File: config.mk
export PLATFORM = sky130hd
export DESIGN_NAME = arb_rr_4ph
export DESIGN_NICKNAME = d
export VERILOG_FILES = /design/src/rtl/async_pkg.sv /design/src/rtl/sync_ff.sv /design/src/rtl/arb_rr_4ph.sv
export SDC_FILE = /design/constraint.sdc
export NUM_CORES = 1
export LEC_CHECK = 0
export BUFFER_PORTS_ARGS = -buffer_cell sky130_fd_sc_hd__buf_2
export CAP_MARGIN = 0
export CORE_MARGIN = 2
export CORE_UTILIZATION = 45
export CTS_BUF_LIST = sky130_fd_sc_hd__clkbuf_2 sky130_fd_sc_hd__clkbuf_4 sky130_fd_sc_hd__clkbuf_8
export CTS_CLUSTER_DIAMETER = 40
export CTS_CLUSTER_SIZE = 16
export DETAILED_ROUTE_END_ITERATION = 6
export GPL_ROUTABILITY_DRIVEN = 1
export SLEW_MARGIN = 20
export SYNTH_ARGS = -nofsm -noshare
export SYNTH_HDL_FRONTEND = slang
export SYNTH_SLANG_ARGS = --single-unit
export TNS_END_PERCENT = 20
File: constraint.sdc
create_clock -name clk -period 5.4 [get_ports clk]
set_clock_uncertainty 0.05 [all_clocks]
set_input_delay 0.81 -clock clk [delete_from_list [all_inputs] [get_ports clk]]
set_output_delay 0.81 -clock clk [all_outputs]
set_load 0.005 [all_outputs]
File: src/rtl/async_pkg.sv
// Shared types and helpers for the 4-phase round-robin arbiter.
// Provides the FSM state type, index-width helper and winner pick.
package async_pkg;

    // Upper bound on requesters supported by rr_pick.
    localparam int MAX_SIZE = 32;
    localparam int PICK_W   = 5;

    typedef enum logic [1:0] {
        IDLE,
        REQ,
        ACK,
        REL
    } arb_state_t;

    // Index width max(1, clog2(n)).
    function automatic int idx_w(input int n);
        return (n > 1) ? $clog2(n) : 1;
    endfunction

    // First set bit of req scanning ptr, ptr+1, ... wrapping n-1 -> 0.
    // Returns ptr when req is empty (caller only uses it when req != 0).
    function automatic int rr_pick(
        input logic [MAX_SIZE-1:0] req,
        input int                  ptr,
        input int                  n
    );
        int   idx;
        logic found;
        rr_pick = ptr;
        found   = 1'b0;
        for (int i = 0; i < MAX_SIZE; i++) begin
            idx = ptr + i;
            if (idx >= n) idx = idx - n;
            if (!found && (i < n) && req[idx[PICK_W-1:0]]) begin
                rr_pick = idx;
                found   = 1'b1;
            end
        end
    endfunction

endpackage

File: src/rtl/sync_ff.sv
// Multi-flop synchroniser with synchronous clear; stages=0 is a wire.
// Ports: clk, rst (sync, active-high), d (async in), q (synchronised out).
module sync_ff #(
    parameter int width  = 1,
    parameter int stages = 2
) (
    input  logic             clk,
    input  logic             rst,
    input  logic [width-1:0] d,
    output logic [width-1:0] q
);

    generate
        if (stages == 0) begin : g_pass
            logic unused_clk_rst;
            assign unused_clk_rst = clk ^ rst;
            assign q = d;
        end else begin : g_sync
            logic [width-1:0] chain [stages];

            always_ff @(posedge clk) begin
                if (rst) begin
                    for (int i = 0; i < stages; i++) chain[i] <= '0;
                end else begin
                    chain[0] <= d;
                    for (int i = 1; i < stages; i++) chain[i] <= chain[i-1];
                end
            end

            assign q = chain[stages-1];
        end
    endgenerate

endmodule

File: src/rtl/arb_rr_4ph.sv
// Round-robin arbiter sharing one 4-phase req/ack channel among requesters.
// Ports: clk, rst (sync, active-high), req_in/ack_in (requester side),
// req_out/ack_out (shared channel), grant_idx (owner), busy (channel owned).
module arb_rr_4ph
    import async_pkg::*;
#(
    parameter  int size        = 4,
    parameter  int sync_stages = 2,
    localparam int IW          = idx_w(size)
) (
    input  logic            clk,
    input  logic            rst,
    input  logic [size-1:0] req_in,
    output logic [size-1:0] ack_in,
    output logic            req_out,
    input  logic            ack_out,
    output logic [IW-1:0]   grant_idx,
    output logic            busy
);

    logic [size-1:0] req_s;
    logic            ack_s;
    arb_state_t      state;
    logic [IW-1:0]   ptr;
    logic [IW-1:0]   pick;

    sync_ff #(
        .width  (size),
        .stages (sync_stages)
    ) u_sync_req (
        .clk (clk),
        .rst (rst),
        .d   (req_in),
        .q   (req_s)
    );

    sync_ff #(
        .width  (1),
        .stages (sync_stages)
    ) u_sync_ack (
        .clk (clk),
        .rst (rst),
        .d   (ack_out),
        .q   (ack_s)
    );

    assign pick = IW'(rr_pick(MAX_SIZE'(req_s), int'(ptr), size));

    always_ff @(posedge clk) begin
        if (rst) begin
            state     <= IDLE;
            req_out   <= 1'b0;
            ack_in    <= '0;
            busy      <= 1'b0;
            grant_idx <= '0;
            ptr       <= '0;
        end else begin
            unique case (state)
                IDLE: begin
                    if (|req_s) begin
                        grant_idx <= pick;
                        req_out   <= 1'b1;
                        busy      <= 1'b1;
                        state     <= REQ;
                    end
                end
                REQ: begin
                    if (ack_s) begin
                        ack_in <= size'(1) << grant_idx;
                        state  <= ACK;
                    end
                end
                ACK: begin
                    // ack_in is one-hot on the owner, so it masks req_s[g].
                    if (!(|(req_s & ack_in))) begin
                        req_out <= 1'b0;
                        state   <= REL;
                    end
                end
                REL: begin
                    if (!ack_s) begin
                        ack_in <= '0;
                        busy   <= 1'b0;
                        // The just-served requester drops to lowest priority.
                        ptr    <= (grant_idx == IW'(size - 1)) ? '0
                                                               : grant_idx + 1'b1;
                        state  <= IDLE;
                    end
                end
            endcase
        end
    end

endmodule
==> results.json <==
{
  "outcome": "finished, final reports clean",
  "worstMarginPinSlew_ns": 0.556,
  "synth.yosys.seq_area_share": 0.347,
  "netlist.area_leader.share": 0.347,
  "synth.largest_area_cell": "dfxtp_1",
  "synth_edf_count": 0,
  "final_layout_size_suffix_gt1_frac": 0.172,
  "antenna_left": 0,
  "crit_type": "reg2reg",
  "ctsResizeCount": 0,
  "maxSlewViolCount": 0,
  "max_clock_freq_mhz": 361,
  "hold_path.startpoint": "u_sync_req.g_sync.chain[0][3]",
  "dp.cells": 172,
  "hold_buffers": 0,
  "fp.dieH_um": 57.1,
  "cts_tree": "yes",
  "area_growth_pct": 9.27,
  "fill_cells": 265,
  "port_buffers": 14,
  "hold_viol_final": 0,
  "fin_area_um2": 1390,
  "stdcell_count": 176,
  "diodes": 0,
  "grt_pass1_vias": 919,
  "cp-start-kind": "flop",
  "finalSetupViolations": 0,
  "overflow": 0,
  "cp.required_ns": 5.60,
  "crit_start": "ptr[0]",
  "post-place-ws_ns": 2.67,
  "synth_flop_cell": "dfxtp_1",
  "wl_per_cell_um": 13.5,
  "layout_min_cycle_time_ns": 2.77,
  "yosysWarningCount": 0,
  "fin_nets": 165,
  "tns_ns": 0,
  "die-area_um2": 3260,
  "multi_input_comb_area_um2": 762,
  "critPathMaxFanout": 12,
  "initial_utilization": 0.468,
  "track_usage": 0.161,
  "max-slew-margin-rel": 0.629,
  "drt-initial-drc-count": 35,
  "clock_tree.buffer_depth": 2,
  "power_density_nw_per_um2": 374,
  "peakVddDrop_mv": 0.243,
  "syn_nets": 153,
  "endpoint_kind": "flop",
  "place_area_um2": 1330,
  "async_reset_ff_frac": 0,
  "cap_violations": 0,
  "htreeDepth": 1,
  "hpwl_mm": 1.76,
  "vias": 948,
  "dieWidth_um": 57.1,
  "antenna_found_initial": 0,
  "grt_pass1_wl_mm": 4.08,
  "grt_max_degree": 23,
  "viasPerCell": 5.39,
  "grt_setup_unrepaired": "false",
  "drt-total-wl_mm": 2.38,
  "hold_path.class": "reg2reg",
  "synthCells": 134,
  "cp.arrival_ns": 2.96,
  "postSynthAreaPerCell_um2": 9.47,
  "cts_made_buffers": 3,
  "worstSkewPairLatency_ns": 0.32,
  "clk_pin_slew_worst_paths_ns": 0.13,
  "ys_ff_latch": 22,
  "syn_area_um2": 1270,
  "ys_top_cells_by_area": "dfxtp_1, ha_1, nor2b_1, mux2i_1, nand3b_1",
  "cts_sinks": 22,
  "cts_root_buf": "clkbuf_4",
  "setup_ws_ns": 2.63,
  "reg2reg_from": "ptr[0]",
  "seqCellArea_um2": 440,
  "post_cts_buffers": 0,
  "drc": 0,
  "p_leak_nw": 0.565,
  "core_um2": 2710,
  "ys_types": 34,
  "period_share": 0.513,
  "place_congestion": 0.868,
  "row_count": 19,
  "io_pins": 15,
  "first_pass_iters": 4
}
==> sequential cells by signal (all words and copies together) (netlist names) <==
name	flops
u_sync_req.g_sync.chain	8
ack_in	4
grant_idx	2
ptr	2
state	2
u_sync_ack.g_sync.chain	2
busy	1
req_out	1
==> Yosys cell counts (2+ instances only) <==
cell and number:
a22oi_1 3, buf_2 2, o21a_1 3, a21oi_1 6, dfxtp_1 22, ha_1 12, nor2_1 10, inv_1 6
nor2b_1 13, o21ai_0 6, a211oi_1 2, nand3b_1 5, nand2b_1 4, mux2i_1 8, nand2_1 5, nor3_1 6
clkbuf_1 3, buf_6 2
==> metrics by stage <==
stage | util | total power [mW] | hold WS [ns]
after floorplan | - | 0.354 | 0.364
after global placement | 0.492 | 0.390 | 0.368
after detailed placement | 0.492 | 0.394 | 0.374
after CTS | 0.512 | 0.523 | 0.403
after global routing | 0.512 | 0.556 | 0.414
final | 0.512 | 0.518 | 0.397
==> routing by layer <==
layer  vias up  GRT usage  wire length, um
li1        491          -                -
met1       443      0.204             1130
met2         9      0.253             1160
met3         5     0.0272               37
met4         0     0.0997               46
met5         -          0                0
==> layout by cell type (no fill, tap or decap), types with 2 or more instances in the layout <==
| master | count |
|---|---|
| a22oi_1 | 3 |
| nor2b_1 | 13 |
| nand2_1 | 5 |
| buf_2 | 14 |
| a21oi_1 | 6 |
| clkbuf_4 | 3 |
| nor2_1 | 10 |
| mux2i_1 | 8 |
| inv_1 | 6 |
| ha_1 | 12 |
| a211oi_1 | 2 |
| nor3_1 | 6 |
| nand3b_1 | 5 |
| dfxtp_1 | 22 |
| nand2b_1 | 4 |
| o21a_1 | 3 |
| o21ai_0 | 6 |
==> where the power goes <==
group | switching (mW) | internal [mW]
registers | 0.0274 | 0.186
clock network | 0.0527 | 0.0750
logic | 0.0898 | 0.0872
==> path summary, 6_finish.rpt <==
path         slack (ns)  cells after the start                            end
max                2.63                      7                   grant_idx[0]
min                0.40                      1  u_sync_req.g_sync.chain[0][7]
max reg2reg        2.63                      7                   grant_idx[0]
min reg2reg        0.40                      1  u_sync_req.g_sync.chain[0][7]
==> final cells by class <==
class / count / share of cell area
Clock inverter: 1 / 0.0217
Timing Repair Buffer: 14 / 0.0505
Inverter: 6 / 0.0162
Clock buffer: 3 / 0.0162
Sequential cell: 22 / 0.318
Tap cell: 31 / 0.0280
Multi-Input combinational cell: 99 / 0.550
==> worst max-delay path: stages (launching register included) <==
cell and delay [ns]:
dfxtp_1 0.70, inv_1 0.21, ha_1 0.51, mux2_4 0.35, a211oi_4 0.26, o211ai_2 0.12, a41o_1 0.26, a311oi_2 0.22
==> logic make-up after synthesis <==
family                   synth area share
AND/OR/NAND/NOR                     0.196
buffers and inverters              0.0523
AO/OA/AOI/OAI                       0.191
flip-flops                          0.347
multiplexers                       0.0947
adder cells (fa/ha/maj)             0.118
Note: power is estimated with default switching activity, not from simulation.
